`config.mk`:
```
export PLATFORM = sky130hd
export DESIGN_NAME = sdram_port_arbiter
export DESIGN_NICKNAME = d
export VERILOG_FILES = /design/src/rtl/sdram_port_arbiter.sv
export SDC_FILE = /design/constraint.sdc
export NUM_CORES = 1
export LEC_CHECK = 0
export ABC_AREA = 1
export BUFFER_PORTS_ARGS = -buffer_cell sky130_fd_sc_hd__buf_2
export CAP_MARGIN = 20
export CORE_AREA = 3 3 189 191
export DETAILED_ROUTE_END_ITERATION = 16
export DIE_AREA = 0 0 192 194
export PLACE_DENSITY = 0.64
export SETUP_SLACK_MARGIN = 0.02
export SYNTH_ARGS = -nofsm -noshare
export SYNTH_HDL_FRONTEND = slang
export SYNTH_SLANG_ARGS = --single-unit
```
`constraint.sdc`:
```
create_clock -name clk -period 3.6 [get_ports clk]
set_clock_uncertainty 0.2 [all_clocks]
set_input_delay 0.54 -clock clk [delete_from_list [all_inputs] [get_ports clk]]
set_output_delay 0.54 -clock clk [all_outputs]
set_load 0.005 [all_outputs]
```
`src/rtl/sdram_port_arbiter.sv`:
```
// Front end that merges one Wishbone slave port and NUM_CH accelerator ports onto the single
// SDRAM controller request interface, routing in-order read returns back through a tag FIFO.
module sdram_port_arbiter #(
  parameter int NUM_CH   = 3,
  parameter int ADDR_W   = 24,
  parameter int DATA_W   = 32,
  parameter int MAX_RD   = 4,
  parameter int ARB_MODE = 0
) (
  input  logic                     clk,
  input  logic                     rst_n,
  input  logic                     wbs_stb_i,
  input  logic                     wbs_cyc_i,
  input  logic                     wbs_we_i,
  input  logic [3:0]               wbs_sel_i,
  input  logic [31:0]              wbs_adr_i,
  input  logic [31:0]              wbs_dat_i,
  output logic                     wbs_ack_o,
  output logic [31:0]              wbs_dat_o,
  input  logic [NUM_CH*ADDR_W-1:0] ch_addr,
  input  logic [NUM_CH-1:0]        ch_rw,
  input  logic [NUM_CH*DATA_W-1:0] ch_wdata,
  input  logic [NUM_CH-1:0]        ch_in_valid,
  input  logic [NUM_CH-1:0]        ch_prefetch_step,
  output logic [NUM_CH-1:0]        ch_busy,
  output logic [NUM_CH-1:0]        ch_out_valid,
  output logic [NUM_CH*DATA_W-1:0] ch_rdata,
  output logic [ADDR_W-1:0]        ctl_addr,
  output logic                     ctl_rw,
  output logic [DATA_W-1:0]        ctl_wdata,
  output logic                     ctl_prefetch_step,
  output logic [3:0]               ctl_mask,
  output logic                     ctl_in_valid,
  input  logic                     ctl_busy,
  input  logic                     ctl_out_valid,
  input  logic [DATA_W-1:0]        ctl_rdata,
  output logic [$clog2(MAX_RD):0]  rd_outstanding,
  output logic                     err_o
);

  localparam int P  = NUM_CH + 1;
  localparam int PW = $clog2(P);
  localparam int FW = $clog2(MAX_RD);
  localparam int CW = FW + 1;

  logic [P-1:0]        req_s;
  logic [PW-1:0]       grant_s;
  logic                any_req_s;
  logic                fifo_full_s;
  logic                accept_s;
  logic                push_s;
  logic                pop_s;
  logic [PW-1:0]       head_s;
  logic [PW-1:0]       head_ch_s;
  logic [PW-1:0]       grant_ch_s;
  logic [ADDR_W-1:0]   addr_s;
  logic                rw_s;
  logic [DATA_W-1:0]   wdata_s;
  logic                pf_s;
  logic [3:0]          mask_s;

  logic [PW-1:0]       rr_ptr_r;
  logic                wb_pending_r;
  logic [PW-1:0]       tag_mem_r [MAX_RD];
  logic [FW-1:0]       wr_ptr_r;
  logic [FW-1:0]       rd_ptr_r;
  logic [CW-1:0]       count_r;
  logic                err_r;
  logic                wbs_ack_r;
  logic [31:0]         wbs_dat_r;
  logic [NUM_CH-1:0]   ch_out_valid_r;
  logic [NUM_CH*DATA_W-1:0] ch_rdata_r;

  logic                unused_adr_s;
  assign unused_adr_s = ^wbs_adr_i[31:ADDR_W];

  // Request vector: the Wishbone port is masked while its previous access is in flight
  always_comb begin
    req_s        = '0;
    req_s[0]     = wbs_stb_i & wbs_cyc_i & ~wb_pending_r;
    req_s[P-1:1] = ch_in_valid;
  end

  // Grant search: cyclic from rr_ptr_r in round-robin mode, from index 0 in fixed priority
  always_comb begin
    int   idx_v;
    logic found_v;
    logic hit_v;
    grant_s = '0;
    found_v = 1'b0;
    idx_v   = 0;
    hit_v   = 1'b0;
    for (int i = 0; i < P; i++) begin
      idx_v   = (ARB_MODE == 1) ? i :
                ((int'(rr_ptr_r) + i >= P) ? int'(rr_ptr_r) + i - P : int'(rr_ptr_r) + i);
      hit_v   = req_s[idx_v[PW-1:0]] & ~found_v;
      grant_s = hit_v ? idx_v[PW-1:0] : grant_s;
      found_v = found_v | req_s[idx_v[PW-1:0]];
    end
  end

  assign any_req_s   = |req_s;
  assign fifo_full_s = (count_r == CW'(MAX_RD));
  assign accept_s    = ctl_in_valid & ~ctl_busy;
  assign push_s      = accept_s & ~rw_s;
  assign pop_s       = ctl_out_valid & (count_r != '0);
  assign head_s      = tag_mem_r[rd_ptr_r];
  assign head_ch_s   = head_s - PW'(1);
  assign grant_ch_s  = grant_s - PW'(1);

  // Request field mux from the granted port
  always_comb begin
    if (grant_s == '0) begin
      addr_s  = wbs_adr_i[ADDR_W-1:0];
      rw_s    = wbs_we_i;
      wdata_s = wbs_dat_i;
      pf_s    = 1'b0;
      mask_s  = wbs_we_i ? wbs_sel_i : 4'h0;
    end else begin
      addr_s  = ch_addr[grant_ch_s*ADDR_W +: ADDR_W];
      rw_s    = ch_rw[grant_ch_s];
      wdata_s = ch_wdata[grant_ch_s*DATA_W +: DATA_W];
      pf_s    = ch_prefetch_step[grant_ch_s];
      mask_s  = ch_rw[grant_ch_s] ? 4'hF : 4'h0;
    end
  end

  // Channel busy: low only in the cycle that channel's request is taken
  always_comb begin
    ch_busy = '1;
    for (int k = 0; k < NUM_CH; k++) begin
      ch_busy[k] = ~(accept_s & (grant_s == PW'(k + 1)));
    end
  end

  assign ctl_in_valid      = any_req_s & ~fifo_full_s;
  assign ctl_addr          = addr_s;
  assign ctl_rw            = rw_s;
  assign ctl_wdata         = wdata_s;
  assign ctl_prefetch_step = pf_s;
  assign ctl_mask          = mask_s;

  // Tag FIFO, arbitration pointer, Wishbone pending flag and sticky return error
  always_ff @(posedge clk or negedge rst_n) begin
    if (!rst_n) begin
      for (int i = 0; i < MAX_RD; i++) begin
        tag_mem_r[i] <= '0;
      end
      wr_ptr_r     <= '0;
      rd_ptr_r     <= '0;
      count_r      <= '0;
      rr_ptr_r     <= '0;
      wb_pending_r <= 1'b0;
      err_r        <= 1'b0;
    end else begin
      if (push_s) begin
        tag_mem_r[wr_ptr_r] <= grant_s;
        wr_ptr_r            <= wr_ptr_r + FW'(1);
      end
      if (pop_s) begin
        rd_ptr_r <= rd_ptr_r + FW'(1);
      end
      case ({push_s, pop_s})
        2'b10:   count_r <= count_r + CW'(1);
        2'b01:   count_r <= count_r - CW'(1);
        default: count_r <= count_r;
      endcase
      if (accept_s) begin
        rr_ptr_r <= (grant_s == PW'(P - 1)) ? '0 : grant_s + PW'(1);
      end
      // The ack cycle keeps the port masked so a still-held stb is not reissued
      if (accept_s && (grant_s == '0)) begin
        wb_pending_r <= 1'b1;
      end else if (wbs_ack_r) begin
        wb_pending_r <= 1'b0;
      end
      if (ctl_out_valid && (count_r == '0)) begin
        err_r <= 1'b1;
      end
    end
  end

  // Return path: steer popped read data to its requester, plus the Wishbone write ack
  always_ff @(posedge clk or negedge rst_n) begin
    if (!rst_n) begin
      wbs_ack_r      <= 1'b0;
      wbs_dat_r      <= '0;
      ch_out_valid_r <= '0;
      ch_rdata_r     <= '0;
    end else begin
      wbs_ack_r      <= 1'b0;
      ch_out_valid_r <= '0;
      if (pop_s) begin
        if (head_s == '0) begin
          wbs_ack_r <= 1'b1;
          wbs_dat_r <= ctl_rdata;
        end else begin
          ch_out_valid_r[head_ch_s]                  <= 1'b1;
          ch_rdata_r[head_ch_s*DATA_W +: DATA_W] <= ctl_rdata;
        end
      end
      if (accept_s && (grant_s == '0) && rw_s) begin
        wbs_ack_r <= 1'b1;
      end
    end
  end

  assign wbs_ack_o      = wbs_ack_r;
  assign wbs_dat_o      = wbs_dat_r;
  assign ch_out_valid   = ch_out_valid_r;
  assign ch_rdata       = ch_rdata_r;
  assign rd_outstanding = count_r;
  assign err_o          = err_r;

endmodule

```
==> Word level (Yosys, flattened, before mapping) <==
Cells that the tools add are included.
{ "classes": {"reduce_logical": 14, "shifts": 4, "bitwise_logic": 27, "order_cmp": 14, "muxes": 45, "addsub": 15, "n_eq_ne": 6, "multipliers": 1} }
{ "op_table": {"columns": ["op", "count"], "rows": [
  ["$bwmux W96", 1],
  ["$shift A32 B34 Y96 const A", 1],
  ["$shiftx A32 B34 Y96", 1],
  ["$shiftx A96 B8 Y32", 1],
  ["$shiftx A72 B8 Y24", 1],
  ["$neg A7 Y34", 1],
  ["$mux W32", 1],
  ["$mux W2", 12],
  ["$mux W24", 1],
  ["$lt A2 B3 Y1 const B", 6],
  ["$ge A3 B3 Y1 const B", 5],
  ["$mux W1", 14],
  ["$and A1 B1 Y1", 12],
  ["$bmux W1 S2", 6],
  ["$mux W4", 3],
  ["$sub A2 B1 Y2 const B", 6],
  ["$not A1 Y1", 11],
  ["$bwmux W8", 1],
  ["$add A2 B1 Y2 const B", 3],
  ["$add A2 B2 Y3 const B", 2],
  ["$eq A2 B2 Y1 const B", 3],
  ["$mux W3", 2],
  ["$not A2 Y3", 2],
  ["$pmux W3 S2", 1],
  ["20 further kinds", 29]
]} }
{ "word_totals": {"output_inout_bits": 202, "wordCells": 140, "regBits": 151} }

==> Longest topological paths before layout <==
Gate-level depths: netlist of the first run.
{ "depth": {"depth_word": 18, "mapped_depth": 25, "ltp_nobuf": 23} }

==> Least setup slack after synthesis of the first run <==
OpenSTA, ideal clock, no wires.
{ "synth_path": {"path_type": "input to output", "start": "input wbs_cyc_i", "end": "output ctl_addr[0]", "n_path_buf": 3, "t_arrival_ns": 2.892, "stages": 15, "slack_ns": -0.032, "cell_sequence": "nand3_1 -> nand2_1 -> nand3_1 -> nand2_1 -> nor2_4 -> nand3_1 -> a31oi_1 -> inv_1 -> ha_1 -> clkbuf_1 -> inv_1 -> clkbuf_1 -> clkbuf_1 -> nor2_1 -> a21oi_1"} }
{ "synth_between": {"elab_chain_len": 13, "elab_cells_between_ends": 27, "classes_between": "1 x add/sub; 1 x mul; 1 x shift; 13 x mux; 10 x bitwise; 1 x reduce/logical"} }
{ "synth_lines": {"columns": ["item", "line_no", "text"], "rows": [
  ["start: declaration", "13", "input logic wbs_cyc_i,"],
  ["$and A1 B1 Y1 * (2 in series)", "80", "req_s[0] = wbs_stb_i & wbs_cyc_i & ~wb_pending_r;"],
  ["$bmux W1 S2", "96, 98", null],
  ["$mux W1 (implied by the code)", "96, 98", null],
  ["$not A1 Y1 or $or A1 B1 Y1 (tied branches)", "96, 98", null],
  ["$and A1 B1 Y1 (tied with other cells)", "96", "hit_v = req_s[idx_v[PW-1:0]] & ~found_v;"],
  ["$mux W2 (tied with other cells)", "97", "grant_s = hit_v ? idx_v[PW-1:0] : grant_s;"],
  ["$mux W2 or $and A1 B1 Y1 (tied branches)", "97, 96", null],
  ["$mux W2 *", "97", null],
  ["net grant_s[1]", "47", "logic [PW-1:0] grant_s;"],
  ["$sub A2 B1 Y2", "109", "assign grant_ch_s = grant_s - PW'(1);"],
  ["$mul A2 B2 Y4", "120", "addr_s = ch_addr[grant_ch_s*ADDR_W +: ADDR_W];"],
  ["$shiftx A72 B8 Y24", "120", null],
  ["$mux W24 *", "113", "if (grant_s == '0) begin"],
  ["end: declaration", "28", "output logic [ADDR_W-1:0] ctl_addr,"]
]} }
Mark *: on every way through the listed nets, which the timed path passes. The rest lies on a longest branch. The select of a mux whose other input is x is not followed.

==> Worst setup path after layout of the first run <==
{ "layout_path": {"start": "register rr_ptr_r[0]", "end": "output ctl_wdata[28]"} }
{ "layout_between": {"elab_chain_len": 13, "elab_cells_between_ends": 39, "classes_between": "8 x add/sub; 4 x order compare; 1 x shift; 17 x mux; 8 x bitwise; 1 x reduce/logical"} }
{ "layout_lines": {"columns": ["item", "line_no", "text"], "rows": [
  ["start: declaration", "62", "logic [PW-1:0] rr_ptr_r;"],
  ["start signal: assignment", "169", "rr_ptr_r <= (grant_s == PW'(P - 1)) ? '0 : grant_s + PW'(1);"],
  ["$add A2 B1 Y3", "95", "((int'(rr_ptr_r) + i >= P) ? int'(rr_ptr_r) + i - P : int'(rr_ptr_r) + i);"],
  ["$ge A3 B3 Y1 or $sub A2 B1 Y2 (tied branches)", "95", null],
  ["$mux W2", "95", null],
  ["$bmux W1 S2", "96, 98", null],
  ["$mux W1 (implied by the code)", "96, 98", null],
  ["$or A1 B1 Y1", "98", "found_v = found_v | req_s[idx_v[PW-1:0]];"],
  ["$not A1 Y1 or $or A1 B1 Y1 (tied branches)", "96, 98", null],
  ["$and A1 B1 Y1 or $not A1 Y1 (tied branches)", "96", null],
  ["$mux W2 or $and A1 B1 Y1 (tied branches)", "97, 96", null],
  ["$mux W2 *", "97", null],
  ["net grant_s[1]", "47", null],
  ["$sub A2 B1 Y2", "109", null],
  ["$shiftx A96 B8 Y32", "122", "wdata_s = ch_wdata[grant_ch_s*DATA_W +: DATA_W];"],
  ["$mux W32 *", "113", null],
  ["end: declaration", "30", "output logic [DATA_W-1:0] ctl_wdata,"]
]} }
Marks and branches as above.

==> results of run 1 <==
worst max-delay path: stages (launching register included):
cell	delay, ns
dfrtp_2	0.46
buf_8	0.17
nand2_4	0.07
o21ai_4	0.07
nand2_2	0.09
nand2_2	0.06
nor2_4	0.15
nand2_4	0.09
nor2_4	0.14
a31oi_4	0.05
buf_6	0.15
ha_4	0.34
buf_12	0.15
buf_16	0.14
o21ai_1	0.09
o21bai_1	0.21
a21oi_1	0.14
buf_2	0.13
metrics by stage:
stage | area (sq um) | cells | TNS, ns | setup slack, ns | hold WS, ns
floorplan | 8470 | 1071 | 0 | 0.0229 | 0.0444
global placement | 11500 | 1961 | -0.0698 | -0.0698 | 0.250
detailed placement | 11500 | 1961 | -0.171 | -0.114 | 0.250
CTS | 12800 | 2009 | -5.19 | -0.170 | 0.152
global route | 13200 | 2019 | -20.52 | -0.408 | 0.160
finish | 13200 | 2022 | -11.02 | -0.277 | 0.172
placed cells by master (no fill, tap or decap), types with 20 or more instances in the layout:
| cell | n |
|---|---|
| clkbuf_16 | 20 |
| o21ai_0 | 114 |
| nand4_1 | 78 |
| nand2_1 | 157 |
| nor2_1 | 65 |
| inv_1 | 86 |
| buf_2 | 471 |
| o21bai_1 | 34 |
| a21oi_2 | 25 |
| dfrtp_1 | 150 |
| o21ai_1 | 30 |
| a31oi_1 | 42 |
| o21bai_4 | 21 |
| buf_4 | 53 |
| o22ai_1 | 32 |
| a21oi_1 | 34 |
timing repair:
| action | CTS | global route |
|---|---|---|
| hold buffers | 1 | 0 |
| setup endpoints to repair | 62 | 64 |
| buffers inserted | 10 | 3 |
| resized for setup | 104 | 64 |
| pin swaps | 14 | 13 |
| cloned | 5 | 3 |
| hold endpoints to repair | 37 | 0 |
area by class of cell:
| class | instances | share of cell area [%] |
|---|---|---|
| Antenna cell | 7 | 0.133 |
| Clock buffer | 21 | 3.57 |
| Clock inverter | 11 | 1.05 |
| Inverter | 95 | 2.78 |
| Multi-Input combinational cell | 733 | 34.6 |
| Sequential cell | 151 | 28.7 |
| Tap cell | 455 | 4.32 |
| Timing Repair Buffer | 549 | 24.8 |
cell families after synthesis:
kind of cell    after synthesis  synth area share, %
compound gates              371                 25.3
xor+xnor                      3                0.311
fa+ha+maj                    14                 2.16
buf+inv                     187                 9.02
flops                       151                 44.7
simple gates                345                 18.5
per-layer routing:
metal | vias to the layer above | GRT usage [%] | part of all wire [%]
met1 | 4870 | 25.1 | 39
met4 | 12 | 7.29 | 3.7
met2 | 483 | 37.2 | 50
li1 | 4680 | - | -
met5 | - | 0 | 0.20
met3 | 86 | 4.38 | 7.3
how the worst max path moves through the flow:
stage | from | endpoint | slack, ns
after CTS | rr_ptr_r[0] | ctl_addr[10] | -0.17
after detailed placement | ch_in_valid[1] | ctl_wdata[22] | -0.11
after global placement | wbs_cyc_i | ctl_wdata[22] | -0.07
after global routing | rr_ptr_r[0] | ctl_wdata[12] | -0.41
after floorplan | wbs_cyc_i | ctl_addr[0] | 0.02
final | rr_ptr_r[0] | ctl_wdata[28] | -0.28
flip-flops by register name, indices dropped and copies added, names as in the netlist:
name            count
rd_outstanding      3
wb_pending_r        1
ch_out_valid        3
ch_rdata           96
wbs_dat_o          32
wbs_ack_o           1
rd_ptr_r            2
tag_mem_r           8
rr_ptr_r            2
wr_ptr_r            2
err_o               1
==> flow_metrics.env, run 1 <==
export IMPL_initial_core_util_pct=24.6
export IMPL_ys_seq_elements=151
export IMPL_synth_enable_flop_cells=0
export IMPL_synth_nets=1369
export IMPL_rrSetupSlack_ns=0.01
export IMPL_synth_cells=1071
export IMPL_avgSynthCellArea_sq_um=7.88
export IMPL_crit_type="reg2out"
export IMPL_cts_buffers=17
export IMPL_setup_violations=62
export IMPL_drive_gt1_share_pct=44.9
export IMPL_drv_cap=0
export IMPL_place_congestion=0.991
export IMPL_async_reset_ff_share_pct=100
export IMPL_yosys_top_cells_area="dfrtp_1 45%, o21ai_0 7.4%, nand2_1 7.3%"
export IMPL_yosysSeqAreaShare_pct=44.7
export IMPL_regArea_sq_mm=0.00378
export IMPL_wl_um=41100
export IMPL_hold_path_cell_count=2
export IMPL_slew_viol_final=0
export IMPL_wl_per_cell_um=20.3
export IMPL_yosysTopAreaCellShare_pct=44.7
export IMPL_cts_tree="built"
export IMPL_via_per_inst=5.01
export IMPL_relSlewSlack_pct=47.9
export IMPL_drc=0
export IMPL_netlist_area_sq_mm=0.00844
export IMPL_fill_cells=3572
export IMPL_synth_top_cell_by_area="dfrtp_1"
export IMPL_grt_pass1_vias=9903
export IMPL_clockBufferDepth=2
export IMPL_multi_input_area_sq_mm=0.00456
export IMPL_rsz0062_at_grt="true"
export IMPL_flow_area_growth_from_synthesis_pct=56.0
export IMPL_status="complete, but fails checks"
export IMPL_die_w_um=192
export IMPL_fin_nets=1845
export IMPL_hp_class="in2reg"
export IMPL_antenna_found_initial=15
export IMPL_grt_usage_pct=21.0
export IMPL_ys_warn_count=0
export IMPL_period_share_pct=108
export IMPL_arrival_ns=3.14
export IMPL_worstHoldStart="ctl_out_valid"
export IMPL_endpoint_kind="output pin"
export IMPL_die_height_um=194
export IMPL_min_to="err_o"
export IMPL_drtIter0Drc=743
export IMPL_worstSetupStartpointType="register"
export IMPL_synth_cell_types=34
export IMPL_final_min_clock_period_ns=3.88
export IMPL_crit_fanout=8
export IMPL_violations="setup timing"
export IMPL_tightest_slew_ns=0.781
export IMPL_worst_slack_ns=-0.277
export IMPL_clkSlewWorstSetupHoldPaths_ns=0.07
export IMPL_cts_sinks=151
export IMPL_hpwl_um=30600
export IMPL_hold_viol=0
export IMPL_gr_total_overflow=0
export IMPL_timing_rr_start="rr_ptr_r[0]"
export IMPL_grt_max_degree=87
export IMPL_vias=10100
export IMPL_route_antenna_remaining_nets=0
export IMPL_clock_latency_ns=0.43
export IMPL_cp_required_ns=2.86
export IMPL_io_pins=486
export IMPL_cts_max_level=4
export IMPL_yosysMostFrequentCell="nand2_1"
export IMPL_ys_flop_type="dfrtp_1"
export IMPL_final_util_pct=38.4
export IMPL_max_freq_mhz=258
export IMPL_drt_pre_antenna_iters=5
export IMPL_synth_commonest_cells="165 x nand2_1, 151 x dfrtp_1, 125 x o21ai_0"
export IMPL_core_sq_mm=0.0343
export IMPL_cts_root_buf="clkbuf_16"
export IMPL_grt_pass1_wl_um=60600
export IMPL_reg2reg_to="rd_outstanding[2]"
export IMPL_reg2regPathDepth=21
export IMPL_port_buffers=477
export IMPL_dieArea_sq_mm=0.0372
export IMPL_rows=68
Power of run 1 is not shown: default switching activity piles up to over one toggle a cycle in this logic, so the estimate is an artifact.
==> inputs of run 2 (changes only) <==
Settings changed: PLACE_DENSITY 0.64 to 0.62.
Clock period 3.6 ns to 4.4 ns, I/O delays scaled along.
==> run 2 against run 1 <==
Compared with the run above: the run now ends clean; die area unchanged; flip-flop and latch count unchanged; cell count down 2.0%; sequential share of layout area up 2.9 points; worst setup slack better by 0.56 ns; first-iteration DRC count down 16%; non-clock buffer count down 38; routed wire length down 5.4%; cell area down 9.2%; critical endpoint is now ctl_addr[21]; largest cell class unchanged.
==> flow_metrics.env, run 2 (synthesized netlist as in run 1, its figures left out) <==
export IMPL_status="complete, no violations"
export IMPL_wl_um=38900
export IMPL_io_pins=486
export IMPL_cts_root_buf="clkbuf_16"
export IMPL_drive_gt1_share_pct=37.9
export IMPL_clkSlewWorstSetupHoldPaths_ns=0.06
export IMPL_placed_area_sq_mm=0.0113
export IMPL_clockBufferDepth=2
export IMPL_grt_usage_pct=20.2
export IMPL_endpoint_kind="output pin"
export IMPL_wl_per_cell_um=19.6
export IMPL_cts_buffers=17
export IMPL_grt_pass1_vias=9435
export IMPL_drtIter0Drc=627
export IMPL_rows=68
export IMPL_grt_pass1_wl_um=57500
export IMPL_die_w_um=192
export IMPL_antenna_found_initial=11
export IMPL_slew_viol_final=0
export IMPL_cts_max_level=4
export IMPL_place_congestion=0.966
export IMPL_cp_required_ns=3.54
export IMPL_gr_total_overflow=0
export IMPL_cts_sinks=151
export IMPL_arrival_ns=3.26
export IMPL_largest_register_ffs=96
export IMPL_final_min_clock_period_ns=4.12
export IMPL_flow_area_growth_from_synthesis_pct=41.7
export IMPL_cp_num_buf_inv=4
export IMPL_crit_fanout=17
export IMPL_final_util_pct=34.9
export IMPL_reg2reg_to="rd_outstanding[2]"
export IMPL_final_common_cell="buf_2"
export IMPL_via_per_inst=4.91
export IMPL_port_buffers=477
export IMPL_die_height_um=194
export IMPL_tightest_slew_ns=0.940
export IMPL_crit_type="reg2out"
export IMPL_multi_input_area_sq_mm=0.00396
export IMPL_max_freq_mhz=243
export IMPL_grt_max_degree=101
export IMPL_period_share_pct=93.6
export IMPL_rrSetupSlack_ns=0.62
export IMPL_whs_ns=0.124
export IMPL_final_area_sq_mm=0.0120
export IMPL_clock_latency_ns=0.42
export IMPL_crit_path_max_incr_delay_ns=0.46
export IMPL_hold_viol=0
export IMPL_drt_pre_antenna_iters=5
export IMPL_core_sq_mm=0.0343
export IMPL_path_delay_family="buffers and inverters"
export IMPL_fin_nets=1807
export IMPL_drc=0
export IMPL_route_antenna_remaining_nets=0
export IMPL_relSlewSlack_pct=37.3
export IMPL_crit_path_cell_trace="buf_4 > o21ai_1 > nand2_2 > nand2_2 > nand2_1 > nand2_1 > nand2_1 > nand2_2 > nand2_4 > ha_2 > buf_4 > buf_4 > o21ai_1 > o21bai_1 > a21oi_2 > buf_2"
export IMPL_regArea_sq_mm=0.00378
export IMPL_dp_worst_setup_slack_ns=-0.0868
export IMPL_rsz0062_at_grt="false"
export IMPL_hp_class="in2async"
export IMPL_dieArea_sq_mm=0.0372
export IMPL_cts_tree="built"
export IMPL_reg2regPathDepth=20
export IMPL_vias=9736
export IMPL_worst_slack_ns=0.284
export IMPL_worstSetupStartpointType="register"
export IMPL_setup_violations=0
export IMPL_fill_cells=3682
export IMPL_critPathSlowestCell="dfrtp_2"
export IMPL_drv_cap=0
export IMPL_initial_core_util_pct=24.6
export IMPL_final_cell_mix="476 x buf_2, 162 x nand2_1, 150 x dfrtp_1, 124 x o21ai_0, 88 x inv_1"
export IMPL_timing_rr_start="rr_ptr_r[0]"
export IMPL_hpwl_um=30700
run 2: cell types whose count changed in the layout (fill, tap and decap cells not counted), sizes merged:
cell	previous run	this run
buf	543	511
bufbuf	2	0
bufinv	2	0
clkbuf	24	22
clkinv	4	5
clkinvlp	2	3
diode	7	5
dlygate4sd3	1	0
inv	98	96
run 2: worst max path at each step:
stage | startpoint | endpoint | slack (ns) | depth (start not counted)
after floorplan | wbs_cyc_i | ctl_addr[0] | 0.53 | 15
after global placement | wbs_cyc_i | rd_outstanding[2] | -0.07 | 20
after detailed placement | ch_in_valid[1] | rd_outstanding[2] | -0.09 | 18
after CTS | rr_ptr_r[0] | ctl_addr[23] | 0.06 | 13
after global routing | rr_ptr_r[0] | ctl_addr[21] | 0.02 | 16
final | rr_ptr_r[0] | ctl_addr[21] | 0.28 | 16
run 2: layer usage:
| layer | global-route usage (%) | share of wire, % |
|---|---|---|
| met4 | 9.09 | 4.5 |
| met5 | 0 | 0.14 |
| met2 | 33.8 | 48 |
| met1 | 23.8 | 39 |
| met3 | 5.93 | 8.5 |
run 2: cell type report:
cell class,count,share of cell area [%]
antenna,5,0.105
clock buffer,22,4.05
clock inverter,9,0.564
inverter,95,2.98
multi-input combinational,733,33.1
sequential,151,31.6
tap,455,4.76
timing repair buffer,511,22.9
run 2: metrics by stage:
step | std cells | TNS [ns]
global placement | 1942 | -0.0665
floorplan | 1071 | 0
global route | 1977 | 0
detailed placement | 1942 | -0.0917
CTS | 1973 | 0
finish | 1981 | 0
run 2: timing repair:
action | in CTS | in global routing
resized for setup | 2 | 9
setup endpoints to repair | 62 | 56
buffers inserted | 0 | 1
hold buffers | 0 | 0
run 2: worst reg2reg max path, delay by kind of cell, from the launching register on:
kind | cells | cell delay, ns
simple gates | 8 | 0.76
fa+ha+maj | 3 | 0.88
compound gates | 5 | 0.78
xor+xnor | 1 | 0.16
flops | 1 | 0.46
buf+inv | 3 | 0.43
Power of run 2 is left out for the same reason.
==> inputs of run 3 (changes only) <==
Settings changed: ABC_AREA 1 to default, CORE_AREA 3 3 189 191 to 3 3 190 192, DIE_AREA 0 0 192 194 to 0 0 193 195, PLACE_DENSITY 0.62 to 0.6.
==> run 3 against run 2 <==
Compared with the run above: cell area fell by 4.5%; routed wire length fell by 8.2%; sequential share of layout area grew 1.5 points; synthesized cell count shrank 31%; register-to-register slack improved by 0.15 ns; count of clock-buffer cells in the layout unchanged; fmax fell by 2.1%; critical path type unchanged; critical endpoint is now ctl_wdata[14].
==> flow_metrics.env, run 3 <==
export IMPL_final_common_cell="buf_2"
export IMPL_netlist_area_sq_mm=0.00793
export IMPL_synth_cell_types=42
export IMPL_cts_buffers=17
export IMPL_rsz0062_at_grt="false"
export IMPL_grt_max_degree=103
export IMPL_setup_violations=0
export IMPL_whs_ns=0.127
export IMPL_yosys_top_cells_area="dfrtp_1 48%, a22o_1 11%, a211oi_1 5.4%"
export IMPL_synth_nets=1035
export IMPL_critPathSlowestCell="a211oi_1"
export IMPL_cts_sinks=151
export IMPL_yosysSeqAreaShare_pct=47.7
export IMPL_cts_root_buf="clkbuf_16"
export IMPL_status="complete, no violations"
export IMPL_wl_per_cell_um=21.6
export IMPL_p_per_area_mw_per_mm2=722
export IMPL_drtIter0Drc=382
export IMPL_endpoint_kind="output pin"
export IMPL_hp_class="in2async"
export IMPL_dieArea_sq_mm=0.0376
export IMPL_die_w_um=193
export IMPL_fin_nets=1484
export IMPL_vias=7979
export IMPL_yosysTopAreaCellShare_pct=47.7
export IMPL_worstSetupStartpointType="register"
export IMPL_synthAdderAreaFrac_pct=2.30
export IMPL_ys_flop_type="dfrtp_1"
export IMPL_synth_enable_flop_cells=0
export IMPL_synth_xor_area_share_pct=0.663
export IMPL_initial_core_util_pct=23.0
export IMPL_synth_cells=737
export IMPL_wl_um=35700
export IMPL_tns_ns=0
export IMPL_synth_simple_area_share_pct=11.5
export IMPL_ys_seq_elements=151
export IMPL_fill_cells=3654
export IMPL_place_congestion=0.940
export IMPL_gr_total_overflow=0
export IMPL_core_sq_mm=0.0345
export IMPL_drc=0
export IMPL_antenna_found_initial=14
export IMPL_yosysMostFrequentCell="dfrtp_1"
export IMPL_route_antenna_remaining_nets=0
export IMPL_cp_required_ns=3.54
export IMPL_grt_pass1_wl_um=50900
export IMPL_avgSynthCellArea_sq_um=10.8
export IMPL_synth_compound_area_share_pct=26.6
export IMPL_synth_top_cell_by_area="dfrtp_1"
export IMPL_vdd_ir_drop_worst_uv=296
export IMPL_drive_gt1_share_pct=48.8
export IMPL_crit_type="reg2out"
export IMPL_cts_resized=1
export IMPL_slew_viol_final=0
export IMPL_clockBufferDepth=2
export IMPL_clkSlewWorstSetupHoldPaths_ns=0.07
export IMPL_cts_setup_buffers=0
export IMPL_rows=68
export IMPL_die_height_um=195
export IMPL_multi_input_area_sq_mm=0.00385
export IMPL_largest_register_ffs=96
export IMPL_port_buffers=477
export IMPL_regArea_sq_mm=0.00378
export IMPL_tightest_slew_ns=0.984
export IMPL_synth_top_family_by_area="compound AO/OA/AOI/OAI gates"
export IMPL_cts_hold_buf=0
export IMPL_grt_usage_pct=18.0
export IMPL_hpwl_um=28500
export IMPL_ys_warn_count=0
export IMPL_synth_commonest_cells="151 x dfrtp_1, 96 x a22o_1, 74 x nand2_1"
export IMPL_hold_viol=0
export IMPL_cts_tree="built"
export IMPL_synth_mux_area_share_pct=6.97
export IMPL_relSlewSlack_pct=34.2
export IMPL_flow_area_growth_from_synthesis_pct=44.2
export IMPL_p_leak_nw=5.75
export IMPL_final_cell_mix="476 x buf_2, 151 x dfrtp_1, 96 x a22o_1, 73 x nand2_1, 60 x a21oi_1"
export IMPL_period_share_pct=95.5
export IMPL_crit_path_max_incr_delay_ns=0.50
export IMPL_cts_max_level=4
export IMPL_crit_fanout=71
export IMPL_arrival_ns=3.34
export IMPL_max_freq_mhz=238
export IMPL_drt_pre_antenna_iters=5
export IMPL_grt_pass1_vias=7722
export IMPL_async_reset_ff_share_pct=100
export IMPL_io_pins=486
export IMPL_clock_latency_ns=0.41
export IMPL_drv_cap=0
export IMPL_via_per_inst=4.82
export IMPL_crit_path_cell_trace="mux2_4 > o22ai_4 > nor2_4 > ha_4 > buf_12 > buf_4 > nor2b_1 > a211oi_1 > o31ai_1 > buf_2"
export IMPL_final_min_clock_period_ns=4.20
==> run 3: cell type report <==
cell class,count,share of cell area [%]
multi-input combinational,505,33.7
timing repair buffer,498,22.6
inverter,13,0.427
sequential,151,33.0
clock inverter,10,1.04
antenna,2,0.0438
tap,455,4.98
clock buffer,22,4.15
==> run 3: logic make-up after synthesis <==
group | count (synthesis)
compound gates | 282
xor+xnor | 6
fa+ha+maj | 14
buf+inv | 81
flops | 151
mux | 47
simple gates | 156
==> run 3: final timing paths <==
kind / from / cells after the start / to / slack (ns)
max: rr_ptr_r[1] / 10 / ctl_wdata[14] / 0.20
min: rst_n / 1 / ch_rdata[1] / 0.13
max reg2reg: rr_ptr_r[1] / 16 / rd_outstanding[2] / 0.77
min reg2reg: wbs_ack_o / 1 / wb_pending_r / 0.27
max in group asynchronous: rst_n / 2 / ch_rdata[43] / 3.07
min in group clk: wbs_ack_o / 1 / wb_pending_r / 0.27
==> run 3: worst max-delay path, delay by kind of cell (launching register included) <==
kind                       cells  cell delay (ns)
AOI/OAI and AO/OA              3             0.90
buffers and inverters          3             0.67
DFF                            1             0.45
muxes                          1             0.33
adders and majority gates      1             0.30
and+or+nand+nor                2             0.18
==> run 3: routing by layer <==
layer  global-route usage (%)  routed length [um]
met5                        0                  47
met4                     3.21                 411
met3                     4.54                2900
met2                     33.5               18900
met1                     20.8               13500
==> run 3: per-stage QoR <==
| stage | std cells | util (%) | setup slack [ns] | cell area (sq um) | total power [W] |
|---|---|---|---|---|---|
| 3_5_place_dp | 1622 | 31.3 | 0.171 | 10800 | 0.00686 |
| 6_report | 1656 | 33.1 | 0.197 | 11400 | 0.00826 |
| 4_1_cts | 1654 | 33.1 | 0.0502 | 11400 | 0.00835 |
| 3_3_place_gp | 1622 | 31.3 | 0.126 | 10800 | 0.00678 |
| 2_1_floorplan | 737 | - | 0.640 | 7930 | 0.00481 |
| 5_1_grt | 1655 | 33.1 | 0.0225 | 11400 | 0.00880 |
==> run 3: where the power goes <==
part | total, W | internal [W] | switching [W] | leakage (nW)
clock | 0.00146 | 0.000884 | 0.000575 | 0.283
sequential | 0.00231 | 0.00198 | 0.000330 | 1.96
combinational | 0.00448 | 0.00200 | 0.00249 | 3.51
total | 0.00826 | 0.00486 | 0.00340 | 5.75
(Power assumes the default switching activity.)
